$ cat config.mk
export PLATFORM = sky130hd
export DESIGN_NAME = dct_mac_sequencer_flat
export DESIGN_NICKNAME = d
export VERILOG_FILES = /design/src/rtl/dct_mac_sequencer_if.sv /design/src/rtl/dct_mac_sequencer.sv /design/src/flat_wrapper.sv
export SDC_FILE = /design/constraint.sdc
export NUM_CORES = 1
export LEC_CHECK = 0
export CAP_MARGIN = 20
export CORE_MARGIN = 4
export CORE_UTILIZATION = 32
export CTS_CLUSTER_SIZE = 25
export DETAILED_ROUTE_END_ITERATION = 8
export PLACE_DENSITY = 0.54
export SKIP_LAST_GASP = 1
export SLEW_MARGIN = 20
export SYNTH_ARGS = -nofsm -noshare
export SYNTH_HDL_FRONTEND = slang
export SYNTH_SLANG_ARGS = --single-unit
$ cat constraint.sdc
create_clock -name clk -period 2.7 [get_ports clk]
set_input_delay 0.54 -clock clk [delete_from_list [all_inputs] [get_ports clk]]
set_output_delay 0.54 -clock clk [all_outputs]
set_load 0.005 [all_outputs]
$ cat src/rtl/dct_mac_sequencer_if.sv
// Handshake and MAC-control bundle between the row source, the sequencer,
// the macu instance and the downstream consumer.
interface dct_mac_sequencer_if #(
  parameter int unsigned DW = 8
);
  logic          din_valid;
  logic [DW-1:0] din;
  logic          din_ready;
  logic          mac_clr;
  logic          mac_en;
  logic [DW-1:0] mac_x;
  logic [2:0]    coef_u;
  logic [2:0]    coef_x;
  logic          res_en;
  logic          out_valid;
  logic [2:0]    out_u;
  logic          out_last;
  logic          out_ready;
  logic          busy;

  modport master (
    input  din_valid, din, out_ready,
    output din_ready, mac_clr, mac_en, mac_x, coef_u, coef_x,
           res_en, out_valid, out_u, out_last, busy
  );

  modport slave (
    output din_valid, din, out_ready,
    input  din_ready, mac_clr, mac_en, mac_x, coef_u, coef_x,
           res_en, out_valid, out_u, out_last, busy
  );
endinterface

$ cat src/rtl/dct_mac_sequencer.sv
// Buffers one 8-sample row and steps the macu through clear, 8 accumulates,
// drain and capture for each coefficient u, then hands u downstream.
module dct_mac_sequencer #(
  parameter int unsigned DW      = 8,
  parameter int unsigned MAC_LAT = 1
) (
  input  logic                   clk,
  input  logic                   rst,
  input  logic                   ena,
  dct_mac_sequencer_if.master    bus
);

  typedef enum logic [2:0] {
    LOAD  = 3'd0,
    CLR   = 3'd1,
    MAC   = 3'd2,
    DRAIN = 3'd3,
    CAP   = 3'd4,
    OUT   = 3'd5
  } state_t;

  localparam logic [1:0] DRAIN_INIT = (MAC_LAT > 0) ? 2'(MAC_LAT - 1) : 2'd0;

  state_t        state;
  logic [2:0]    x;
  logic [2:0]    u;
  logic [1:0]    dcnt;
  logic [DW-1:0] row [8];

  // Row buffer has no reset: it is only read after a complete row is written.
  always_ff @(posedge clk) begin
    if (!rst && ena && state == LOAD && bus.din_valid)
      row[x] <= bus.din;
  end

  always_ff @(posedge clk) begin
    if (rst) begin
      state <= LOAD;
      x     <= '0;
      u     <= '0;
      dcnt  <= '0;
    end else if (ena) begin
      case (state)
        LOAD: begin
          if (bus.din_valid) begin
            x <= x + 3'd1;
            if (x == 3'd7) begin
              u     <= '0;
              state <= CLR;
            end
          end
        end
        CLR: state <= MAC;
        MAC: begin
          x <= x + 3'd1;
          if (x == 3'd7) begin
            dcnt  <= DRAIN_INIT;
            state <= (MAC_LAT > 0) ? DRAIN : CAP;
          end
        end
        DRAIN: begin
          if (dcnt == '0) state <= CAP;
          else            dcnt  <= dcnt - 2'd1;
        end
        CAP: state <= OUT;
        OUT: begin
          if (bus.out_ready) begin
            if (u == 3'd7) begin
              state <= LOAD;
            end else begin
              u     <= u + 3'd1;
              state <= CLR;
            end
          end
        end
        default: state <= LOAD;
      endcase
    end
  end

  // Strobes are gated by ena so a frozen cycle never reaches the macu.
  assign bus.din_ready = ena && (state == LOAD);
  assign bus.mac_clr   = ena && (state == CLR);
  assign bus.mac_en    = ena && (state == MAC);
  assign bus.res_en    = ena && (state == CAP);
  assign bus.mac_x     = (state == MAC) ? row[x] : '0;
  assign bus.coef_x    = (state == MAC) ? x : '0;
  assign bus.coef_u    = u;
  assign bus.out_valid = (state == OUT);
  assign bus.out_u     = u;
  assign bus.out_last  = (state == OUT) && (u == 3'd7);
  assign bus.busy      = (state != LOAD);

endmodule

$ cat src/flat_wrapper.sv
// flat-port wrapper written by rule: the top's interface ports become plain ports
module dct_mac_sequencer_flat 
#(
  parameter int unsigned DW      = 8,
  parameter int unsigned MAC_LAT = 1
)
  (clk, rst, ena, bus_din_valid, bus_din, bus_out_ready, bus_din_ready, bus_mac_clr, bus_mac_en, bus_mac_x, bus_coef_u, bus_coef_x, bus_res_en, bus_out_valid, bus_out_u, bus_out_last, bus_busy);
  dct_mac_sequencer_if #(.DW(DW)) bus_i ();
  input  logic clk;
  input  logic rst;
  input  logic ena;
  input wire logic [$bits(bus_i.din_valid)-1:0] bus_din_valid;
  input wire logic [$bits(bus_i.din)-1:0] bus_din;
  input wire logic [$bits(bus_i.out_ready)-1:0] bus_out_ready;
  output wire logic [$bits(bus_i.din_ready)-1:0] bus_din_ready;
  output wire logic [$bits(bus_i.mac_clr)-1:0] bus_mac_clr;
  output wire logic [$bits(bus_i.mac_en)-1:0] bus_mac_en;
  output wire logic [$bits(bus_i.mac_x)-1:0] bus_mac_x;
  output wire logic [$bits(bus_i.coef_u)-1:0] bus_coef_u;
  output wire logic [$bits(bus_i.coef_x)-1:0] bus_coef_x;
  output wire logic [$bits(bus_i.res_en)-1:0] bus_res_en;
  output wire logic [$bits(bus_i.out_valid)-1:0] bus_out_valid;
  output wire logic [$bits(bus_i.out_u)-1:0] bus_out_u;
  output wire logic [$bits(bus_i.out_last)-1:0] bus_out_last;
  output wire logic [$bits(bus_i.busy)-1:0] bus_busy;
  assign bus_i.din_valid = bus_din_valid;
  assign bus_i.din = bus_din;
  assign bus_i.out_ready = bus_out_ready;
  assign bus_din_ready = bus_i.din_ready;
  assign bus_mac_clr = bus_i.mac_clr;
  assign bus_mac_en = bus_i.mac_en;
  assign bus_mac_x = bus_i.mac_x;
  assign bus_coef_u = bus_i.coef_u;
  assign bus_coef_x = bus_i.coef_x;
  assign bus_res_en = bus_i.res_en;
  assign bus_out_valid = bus_i.out_valid;
  assign bus_out_u = bus_i.out_u;
  assign bus_out_last = bus_i.out_last;
  assign bus_busy = bus_i.busy;
  dct_mac_sequencer #(.DW(DW), .MAC_LAT(MAC_LAT)) u_core (.clk(clk), .rst(rst), .ena(ena), .bus(bus_i));
endmodule
==> results.py <==
metrics = {
    "setup_path": {
        "worst-endpoint-required_ns": 2.16,
        "critPathMaxFanout": 8,
        "end_kind": "output port",
        "worst-setup-path-type": "flop to output port",
        "critPathLaunchType": "flop",
        "arrival_ns": 2.05,
        "r2r_start": "u_core.state[1]",
        "rr_endpoint": "u_core.row[1][0]",
        "cp-endpoint": "bus_mac_x[2]",
        "r2r_cells": 6,
        "reg2reg_slack_ns": 0.69,
    },
    "timing": {
        "min_period_over_period": 0.959,
        "slew_violations": 0,
        "slew_headroom": 0.728,
        "hold_viol_final": 0,
        "rsz0062_at_grt": "false",
        "fmax_ghz": 0.386,
        "period_needed_ns": 2.59,
        "skew_ns": 0.00960,
        "finalSetupViolCount": 0,
        "final.setup.tns_ns": 0,
        "tightest_slew_ns": 0.408,
    },
    "clocking": {
        "clockBufferDepth": 2,
        "postCtsSetupBuffers": 0,
        "cts.clk_slew.worst_paths_ns": 0.09,
        "cts_buffers": 9,
        "cts_root_buf": "clkbuf_8",
        "clk_latency_ns": 0.35,
        "clock-sinks": 78,
        "htree_levels": 3,
        "cts_tree": "yes",
    },
    "drt": {
        "routed_wl_mm": 6.93,
        "viasPerCell": 4.77,
        "wl_per_cell_um": 16.9,
        "dr.pass1.iters": 4,
        "drt_iter0_drc": 176,
        "vias": 1956,
        "route.detailed.drc": 0,
        "ant_nets": 0,
    },
    "floorplanning": {
        "die_w_um": 110,
        "rows": 36,
        "start_util": 0.333,
        "ios": 37,
        "die-area_mm2": 0.0120,
        "coreArea_mm2": 0.00991,
        "fp.dieH_um": 110,
    },
    "layout": {
        "seq_area_mm2": 0.00221,
        "final_common_cell": "edfxtp_1",
        "final_util": 0.419,
        "syn_to_final_growth_pct": 25.9,
        "final_nets": 290,
        "diodes": 0,
        "layout_common_cells": "64 x edfxtp_1, 36 x clkdlybuf4s50_1, 22 x nor2_1",
        "multi_input_area_um2": 993,
        "drive_above_1_share": 0.217,
        "fill_cells": 905,
    },
    "power": {
        "p_leak_nw": 1.35,
        "p_comb_frac": 0.060,
        "internal_power_w": 0.00182,
        "powerDensity_mw_per_mm2": 563,
        "pwr-share-seq": 0.563,
        "ir_worst_vdd_mv": 0.273,
        "p_switching_w": 0.000514,
        "swShare": 0.220,
        "clkPwrFrac": 0.377,
    },
    "yosys": {
        "synth-seq-area-share": 0.667,
        "syn-cell-area_mm2": 0.00330,
        "ys_types": 39,
        "synth-warning-count": 0,
        "syn_area_per_cell_um2": 15.3,
        "synth_flop_cell": "edfxtp_1",
        "synthArstFlopShare": 0,
        "synth_nets": 234,
        "synthCells": 216,
        "synth_edf_count": 64,
        "ys_ff_latch": 78,
    },
    "grt": {
        "grt_pass1_vias": 2006,
        "grtUsageTotal": 0.124,
        "antenna_found_initial": 0,
        "grt_pass1_wl_mm": 10.9,
        "grt-ovfl-total": 0,
        "grt_max_degree": 17,
    },
    "job": {
        "maxCapViolCount": 0,
    },
    "status": {
        "status": "complete, no violations",
    },
    "placement": {
        "gp_congestion": 0.822,
        "numPortBuffers": 36,
        "hpwl_mm": 4.80,
    },
    "worst_hold_path": {
        "min_path_type": "flop to flop",
    },
}
==> worst max-delay path, cell delays in order (launching register included) <==
cell and delay (ns):
dfxtp_4 0.38, buf_12 0.15, mux4_2 0.51, mux2i_1 0.15, nor2_1 0.08, clkdlybuf4s50_1 0.45
==> final cells by class <==
class,instances,area share
timing repair buffer,59,0.135
sequential,78,0.531
tap,133,0.0400
inverter,6,0.00542
clock inverter,7,0.0196
multi-input combinational,118,0.239
clock buffer,9,0.0298
==> worst min path at each step <==
stage | endpoint | depth (start not counted) | startpoint
after floorplan | u_core.dcnt[1] | 2 | u_core.dcnt[1]
after global placement | u_core.dcnt[1] | 2 | u_core.dcnt[1]
after detailed placement | u_core.dcnt[1] | 2 | u_core.dcnt[1]
after CTS | u_core.dcnt[1] | 2 | u_core.dcnt[1]
after global routing | u_core.dcnt[0] | 2 | u_core.dcnt[0]
final | u_core.dcnt[1] | 2 | u_core.dcnt[1]
==> state kept, by name (all words and copies together), names as in the netlist, named ones only <==
| signal | cells |
|---|---|
| u_core.bus.coef_u | 3 |
| u_core.dcnt | 2 |
| u_core.row | 64 |
| u_core.state | 3 |
| u_core.x | 3 |
==> per-layer routing <==
| layer | up-vias | wire length [um] | track usage | part of all wire |
|---|---|---|---|---|
| li1 | 928 | - | - | - |
| met1 | 971 | 3070 | 0.159 | 0.44 |
| met2 | 47 | 3440 | 0.202 | 0.50 |
| met3 | 10 | 277 | 0.0247 | 0.040 |
| met4 | 0 | 143 | 0.0614 | 0.021 |
| met5 | - | 0 | 0 | 0 |
==> Yosys cell counts, drive strengths merged (2+ instances only) <==
library cell | count | area, um2
buf | 10 | 66.3
nor3 | 6 | 30.0
ha | 5 | 62.6
nor2 | 22 | 82.6
or4 | 4 | 30.0
nand2b | 6 | 45.0
or2 | 2 | 12.5
o21ai | 2 | 10.0
inv | 6 | 22.5
a21o | 2 | 15.0
nand3 | 7 | 35.0
mux4 | 16 | 360
edfxtp | 64 | 1920
and2 | 3 | 18.8
mux2i | 11 | 110
a21oi | 10 | 53.8
dfxtp | 14 | 280
nand2 | 9 | 33.8
clkbuf | 4 | 16.3
==> power groups by stage <==
stage / registers [W] / clock network (W) / logic [W]
global route: 0.00132 / 0.000969 / 0.000154
CTS: 0.00132 / 0.000921 / 0.000137
global placement: 0.00134 / 0 / 0.000135
detailed placement: 0.00134 / 0 / 0.000136
finish: 0.00132 / 0.000881 / 0.000140
floorplan: 0.00134 / 0 / 0.0000772
==> stage by stage <==
step,total power [W],setup slack [ns],instance area (um2),std cells,hold slack [ns]
2_1_floorplan,0.00142,0.464,3300,216,0.432
3_3_place_gp,0.00148,0.151,3920,393,0.443
3_5_place_dp,0.00148,0.141,3920,393,0.453
4_1_cts,0.00237,0.0160,4130,409,0.465
5_1_grt,0.00244,0.00363,4160,410,0.489
6_report,0.00234,0.110,4160,410,0.462
==> timing repair <==
item                                    CTS  global route
hold endpoints to repair                  0             0
hold buffers                              0             0
resized for setup                         0             2
endpoints found under the setup margin    0             8
==> cell families after synthesis <==
group / share of synthesized area
flops: 0.667
simple gates: 0.104
mux: 0.143
buf+inv: 0.0318
compound gates: 0.0326
fa+ha+maj: 0.0190
xor+xnor: 0.00265
Note: power is estimated with default switching activity, not from simulation.
